==> src/rtl/systolic_input_sequencer.sv <==
// systolic_input_sequencer: buffers upstream samples in a small FIFO and
// presents one sample to the systolic array every FRAME_LEN clk30x cycles,
// with a frame phase counter, a frame_start pulse and underflow tracking.
// Build option: define SEQ_UNDERFLOW_HOLD_EN to hold the previous xin on an
// underflow frame; otherwise an underflow frame drives xin to zero.
//
// Handshake: a sample transfers on a rising edge where in_valid and in_ready
// are both 1. in_ready is simply NOT full (a pop in the same cycle grants no
// credit), and in_valid/in_data may change freely while in_ready is 0.
module systolic_input_sequencer #(
  parameter int DATA_W     = 16,
  parameter int FRAME_LEN  = 30,
  parameter int FIFO_DEPTH = 4
) (
  input  logic              clk30x,
  input  logic              rst_n,
  input  logic              flush,
  input  logic [DATA_W-1:0] in_data,
  input  logic              in_valid,
  output logic              in_ready,
  output logic [DATA_W-1:0] xin,
  output logic [31:0]       timing,
  output logic              frame_start,
  output logic              underflow,
  output logic [7:0]        underflow_cnt,
  output logic              dbg_state
);

  localparam int          AW      = $clog2(FIFO_DEPTH);
  localparam logic [AW:0] DEPTH_C = (AW+1)'(FIFO_DEPTH);
  localparam logic [31:0] LAST_C  = 32'(FRAME_LEN - 1);

  typedef enum logic {
    S_IDLE = 1'b0,
    S_RUN  = 1'b1
  } state_t;

  state_t            state_q, state_d;
  logic [AW:0]       wr_ptr_q, wr_ptr_d;
  logic [AW:0]       rd_ptr_q, rd_ptr_d;
  logic [DATA_W-1:0] mem_q [FIFO_DEPTH];
  logic [DATA_W-1:0] xin_q, xin_d;
  logic [31:0]       timing_q, timing_d;
  logic              fs_q, fs_d;
  logic              uf_q, uf_d;
  logic [7:0]        ucnt_q, ucnt_d;

  logic [AW:0]       count;
  logic              full;
  logic              empty;
  logic              push;
  logic              pop;
  logic [DATA_W-1:0] head;

  // Occupancy from extra-bit wrapping pointers.
  assign count = wr_ptr_q - rd_ptr_q;
  assign full  = (count == DEPTH_C);
  assign empty = (count == '0);
  assign head  = mem_q[rd_ptr_q[AW-1:0]];

  assign in_ready      = ~full;
  assign xin           = xin_q;
  assign timing        = timing_q;
  assign frame_start   = fs_q;
  assign underflow     = uf_q;
  assign underflow_cnt = ucnt_q;
  assign dbg_state     = state_q;

  // Next-state logic: flush wins, otherwise frame sequencing and FIFO pointers.
  always_comb begin
    state_d  = state_q;
    timing_d = timing_q;
    fs_d     = 1'b0;
    xin_d    = xin_q;
    uf_d     = uf_q;
    ucnt_d   = ucnt_q;
    wr_ptr_d = wr_ptr_q;
    rd_ptr_d = rd_ptr_q;
    pop      = 1'b0;
    push     = in_valid & ~full;
    if (flush) begin
      state_d  = S_IDLE;
      timing_d = '0;
      xin_d    = '0;
      uf_d     = 1'b0;
      ucnt_d   = '0;
      wr_ptr_d = '0;
      rd_ptr_d = '0;
      push     = 1'b0;
    end else begin
      unique case (state_q)
        S_IDLE: begin
          timing_d = '0;
          if (!empty) begin
            pop     = 1'b1;
            xin_d   = head;
            fs_d    = 1'b1;
            state_d = S_RUN;
          end
        end
        S_RUN: begin
          if (timing_q == LAST_C) begin
            timing_d = '0;
            fs_d     = 1'b1;
            if (!empty) begin
              pop   = 1'b1;
              xin_d = head;
            end else begin
              // Pop decision uses pre-edge occupancy, so a same-edge push
              // cannot bypass into xin.
              uf_d = 1'b1;
              if (ucnt_q != 8'hFF) ucnt_d = ucnt_q + 8'd1;
`ifdef SEQ_UNDERFLOW_HOLD_EN
              xin_d = xin_q;
`else
              xin_d = '0;
`endif
            end
          end else begin
            timing_d = timing_q + 32'd1;
          end
        end
      endcase
      if (push) wr_ptr_d = wr_ptr_q + 1'b1;
      if (pop)  rd_ptr_d = rd_ptr_q + 1'b1;
    end
  end

  // Control and output registers, cleared asynchronously by rst_n.
  always_ff @(posedge clk30x or negedge rst_n) begin
    if (!rst_n) begin
      state_q  <= S_IDLE;
      wr_ptr_q <= '0;
      rd_ptr_q <= '0;
      xin_q    <= '0;
      timing_q <= '0;
      fs_q     <= 1'b0;
      uf_q     <= 1'b0;
      ucnt_q   <= '0;
    end else begin
      state_q  <= state_d;
      wr_ptr_q <= wr_ptr_d;
      rd_ptr_q <= rd_ptr_d;
      xin_q    <= xin_d;
      timing_q <= timing_d;
      fs_q     <= fs_d;
      uf_q     <= uf_d;
      ucnt_q   <= ucnt_d;
    end
  end

  // Sample storage; contents are only meaningful between the pointers.
  always_ff @(posedge clk30x) begin
    if (push) mem_q[wr_ptr_q[AW-1:0]] <= in_data;
  end

endmodule

==> config.mk <==
export PLATFORM = sky130hd
export DESIGN_NAME = systolic_input_sequencer
export DESIGN_NICKNAME = d
export VERILOG_FILES = /design/src/rtl/systolic_input_sequencer.sv
export SDC_FILE = /design/constraint.sdc
export NUM_CORES = 1
export LEC_CHECK = 0
export CAP_MARGIN = 20
export CORE_MARGIN = 4
export CORE_UTILIZATION = 27
export CTS_CLUSTER_SIZE = 16
export DETAILED_ROUTE_END_ITERATION = 8
export PLACE_DENSITY_LB_ADDON = 0.05
export SYNTH_ARGS = -nofsm -noshare
export SYNTH_HDL_FRONTEND = slang
export SYNTH_SLANG_ARGS = --single-unit
==> constraint.sdc <==
create_clock -name clk30x -period 2.6 [get_ports clk30x]
set_input_delay 0.78 -clock clk30x [delete_from_list [all_inputs] [get_ports clk30x]]
set_output_delay 0.78 -clock clk30x [all_outputs]
set_load 0.005 [all_outputs]
* Yosys cells after proc, flatten, opt, wreduce, memory -nomap -nowiden
Memory sizes are Yosys's and may differ from the RTL's.
Cells that the tools add are included.
** Storage, ports and cells
- Output and inout port bits :: 60
- Bits in writable memories :: 64
- Register bits after elaboration :: 65
- Word-level logic and storage cells :: 65
- Input port bits :: 20
- Memories kept :: 1
** Operators by class
- Eq/ne operators :: 5
- Bitwise operators :: 3
- Reductions and logical operators :: 10
- $add $sub $neg :: 5
- Muxes and demuxes :: 33
** Memory list
- mem_q :: depth 4, width 16, read ports 1, clocked after memory_dff 0, wr ports 1, line 41 : logic [DATA_W-1:0] mem_q [FIFO_DEPTH];
** Operator list (count)
- $mux 16 :: 4
- $mux 32 :: 2
- $pmux 32 s2 :: 1
- $mux 8 :: 5
- $add 32x1->32 const B :: 1
- $eq 32x5->1 const B :: 1
- $pmux 16 s2 :: 1
- $mux 1 :: 14
- $mux 3 :: 4
- $reduce_bool 2->1 :: 6
- $add 8x1->8 const B :: 1
- $ne 8x8->1 const B :: 1
- $add 3x1->3 const B :: 2
- $pmux 1 s2 :: 2
- $reduce_and 4->1 :: 1
- $eq 3x3->1 const B :: 1
- $logic_not 3->1 :: 1
- $ne 3x2->1 const B :: 1
- $ne 3x3->1 const B :: 1
- $reduce_and 3->1 :: 1
- $sub 3x3->3 :: 1
- $not 1->1 :: 2
- $reduce_and 2->1 :: 1
- $and 1x1->1 :: 1

* Longest topological paths before layout
- Word-level depth :: 8
- Mapped depth :: 11
- Mapped depth without buffers :: 7

* Least setup slack after synthesis
OpenSTA, ideal clock, no wires.
- Path type :: register to register
- Start point :: reg rd_ptr_q[1]
- End point :: mem mem_q[3][0] (enable)
- Path buffers :: 2
- Path slack :: -265 ps
- Setup time :: 374 ps
- Cell stages (with the launch flop) :: 10
- Arrival :: 2491 ps
- Cell sequence :: dfrtp_1 clkbuf_1 clkbuf_1 inv_1 ha_1 and2b_1 xnor2_1 o21ai_0 nor2_1 and2_1
** Between the ends
- Word-level cells in the longest chain between the ends :: 7
** RTL lines
- start, declared :: line 40 : logic [AW:0] rd_ptr_q, rd_ptr_d;
- start signal, assigned :: line 143 : rd_ptr_q <= rd_ptr_d;
- $sub 3x3->3 :: line 56 : assign count = wr_ptr_q - rd_ptr_q;
- $eq 3x3->1 :: line 57 : assign full = (count == DEPTH_C);
- $not 1->1 :: line 80 : push = in_valid & ~full;
- $and 1x1->1 :: line 80
- $mux 1 :: line 81 : if (flush) begin
- $mux 1 :: line 154 : if (push) mem_q[wr_ptr_q[AW-1:0]] <= in_data;
- $mux 1 (not written as such) :: line 154
- end, declared :: line 41
Every way passes these cells.

* Worst setup path in the final report
- Start point :: reg rd_ptr_q[1]
- End point :: out in_ready
** Between the ends
- Word-level cells in the longest chain between the ends :: 3
** RTL lines
- $sub 3x3->3 :: line 56
- $eq 3x3->1 :: line 57
- $not 1->1 :: line 61 : assign in_ready = ~full;
- end, declared :: line 20 : output logic in_ready,
Every way passes these cells.

==> metrics.cfg <==
[sta]
rsz0062_at_grt=false
skew_ps=13.8
hold_ws_ps=375
timing.final.crit_period_ps=2460
max-slew-margin-rel=0.555
slew_violations=0
setup_tns_ps=0
fin_crit_sh=0.946
fmax_mhz=407
worst_slew_pin_slew_ps=665
finalHoldViolations=0
setup_viol=0

[hold_path]
hold_class=input pin to asynchronous set/reset pin

[routing]
drtIter0Drc=145
vias=3643
drc=0
postRouteAntennaNets=0
firstDrtPassIters=4
vias_per_cell=4.59
drt_wl_total_microns=13900
wl_per_cell_microns=17.5

[worst_setup_path]
critPathMaxStageDelay_ps=390
crit_slowest_cell=dfrtp_1
cp_cell_sequence=inv_2 -> ha_1 -> and2b_2 -> xor2_2 -> nand3_1 -> clkdlybuf4s15_1
end_kind=output port
cp.required_ps=1820
worst-path-max-fanout=3
start_kind=register
critPathKind=register to output port
arrival_ps=1680

[placed_design]
portBuffers=79
placed_cell_area_sq_mm=0.00686
dp_hpwl_microns=9010
place_inst=758
gp_congestion=0.749

[die]
die_area_sq_mm=0.0231
core-area_sq_mm=0.0203
start_util=0.276
rows=52
io_pins=80
die_w_microns=152
dieHeight_microns=152

[final_layout]
nets=540
antennaDiodeCount=0
instances_no_fill=793
fillers=2017
layout_common_cells=77 x clkdlybuf4s50_1, 65 x dfrtp_1, 64 x edfxtp_1
drive_gt1_frac=0.178
fin_area_sq_mm=0.00745
finish.utilization=0.367
final_common_cell=clkdlybuf4s50_1
layout-area-overhead-vs-synth_pct=32.9

[yosys]
synth_area_per_cell_sq_um=13.8
synth_top_family_by_area=simple AND/OR/NAND/NOR gates
muxShareOfSynthArea=0.0701
synthAdderAreaFrac=0.0223
syn_nets=436
synthCells=406
ys_ff_latch=129
syn_area_sq_mm=0.00560
synth-xor-area-share=0.0514
synth-simple-area-share=0.136
synth_compound_gate_area_share=0.0607
ys_seq_area_frac=0.633
yosysUniqueCellTypes=49
yosysWarningCount=0

[cts]
cts_buffers=17
path_clk_slew_ps=70
cts.sinks=129
worst_skew_pair.late_latency_ps=410
htreeDepth=4
cts_tree=yes
root_buffer=clkbuf_16
clk_path_buf_depth=2

[global_routing]
antenna_found_initial=0
grt_pass1_vias=3892
grt_use_total=0.125
overflow=0
grt_start_max_net_pins=66
grt_pass1_wl_microns=22600

[power]
p_per_area_mw_per_mm2=857
ir_worst_vdd_mv=0.465
leakage_nw=2.73

[outcome]
outcome=completed

[job]
cap_violations=0

-- cells in the mapped netlist, drive strengths merged --
master / n / area share
dfrtp: 65 / 0.29
edfxtp: 64 / 0.34
nor2: 41 / 0.027
xnor2: 22 / 0.034
nand3: 17 / 0.016
a22o: 16 / 0.025
mux4: 16 / 0.064
nor4: 15 / 0.019
buf: 12 / 0.013
nand2: 12 / 0.0080
nor3: 11 / 0.011
a21oi: 10 / 0.0096
ha: 10 / 0.022
inv: 10 / 0.0067
xor2: 10 / 0.017
clkbuf: 9 / 0.0060
and3: 7 / 0.0078
and4: 7 / 0.011
o21ai: 7 / 0.0063
and2: 6 / 0.0067
or3: 6 / 0.0067
nand4: 5 / 0.0056
nor2b: 3 / 0.0033
nor4b: 3 / 0.0047
o31ai: 3 / 0.0040
a31oi: 2 / 0.0022
mux2: 2 / 0.0040
nand3b: 2 / 0.0027
a211o: 1 / 0.0016
a41oi: 1 / 0.0016
and2b: 1 / 0.0013
and3b: 1 / 0.0022
mux2i: 1 / 0.0018
o2111a: 1 / 0.0020
o2111ai: 1 / 0.0027
o211ai: 1 / 0.0013
o21ba: 1 / 0.0018
o22ai: 1 / 0.0011
o311ai: 1 / 0.0016
or2: 1 / 0.0011
or4: 1 / 0.0013
-- metrics by stage --
step | worst slack [ps] | power, W
CTS | 18.6 | 0.00651
detailed placement | 214 | 0.00417
global route | 22.6 | 0.00675
floorplan | 13.7 | 0.00340
finish | 142 | 0.00638
global placement | 208 | 0.00418
-- timing repair --
item,in CTS,in global routing
pin swaps,0,0
resized for setup,3,3
buffers inserted,2,1
hold buffers,0,0
endpoints found under the setup margin,1,1
-- kinds of logic (layout without fill, tap and decap cells) --
family | after synthesis | count (layout)
AND/OR/NAND/NOR | 139 | 139
buffers and inverters | 31 | 148
AO/OA/AOI/OAI | 46 | 46
adder cells (fa/ha/maj) | 10 | 10
multiplexers | 19 | 19
XOR/XNOR | 32 | 32
flip-flops | 129 | 129
-- power by group --
part / switching (W) / internal (W) / total (W) / leakage (nW)
registers: 0.000142 / 0.00239 / 0.00253 / 1.47
logic: 0.000754 / 0.000815 / 0.00157 / 0.988
clock network: 0.000952 / 0.00133 / 0.00228 / 0.263
-- area by class of cell --
cell class              count  area [sq um]  area share
flip-flops and latches    129          3550       0.476
multi-input cells         246          1920       0.258
inverters                  10          37.5     0.00504
clock inverters            14           133      0.0178
well taps                 270           338      0.0454
repair buffers            106          1040       0.139
clock buffers              18           429      0.0576
-- path summary, 6_finish.rpt --
kind                              from                to  slack [ps]  cells after the start
max in group asynchronous        rst_n            xin[9]        1880                      2
min reg2reg                    xin[12]           xin[12]         510                      1
max reg2reg                rd_ptr_q[1]       mem_q[0][6]         250                     10
max                        rd_ptr_q[1]          in_ready         140                      6
min                              rst_n  underflow_cnt[2]         380                      2
min in group clk30x            xin[12]           xin[12]         510                      1
-- registers in the layout, indices dropped and copies added (netlist names) --
register       count
mem_q             64
timing            32
xin               16
underflow_cnt      8
rd_ptr_q           3
wr_ptr_q           3
dbg_state          1
frame_start        1
underflow          1
-- layer usage --
layer / share of wire / vias up / GRT usage / wire length [microns]
met5: 0 / - / 0 / 0
met4: 0.0071 / 0 / 0.0295 / 99
met3: 0.044 / 6 / 0.0398 / 611
met2: 0.49 / 66 / 0.202 / 6790
met1: 0.46 / 1838 / 0.164 / 6400
li1: - / 1733 / - / -
-- critical path: cells and delay by family (launching register included) --
family | cells | cell delay, ps
XOR/XNOR | 1 | 150
flip-flops | 1 | 390
AND/OR/NAND/NOR | 2 | 320
buffers and inverters | 2 | 270
adder cells (fa/ha/maj) | 1 | 130
Power figures use the tool's default switching activity.
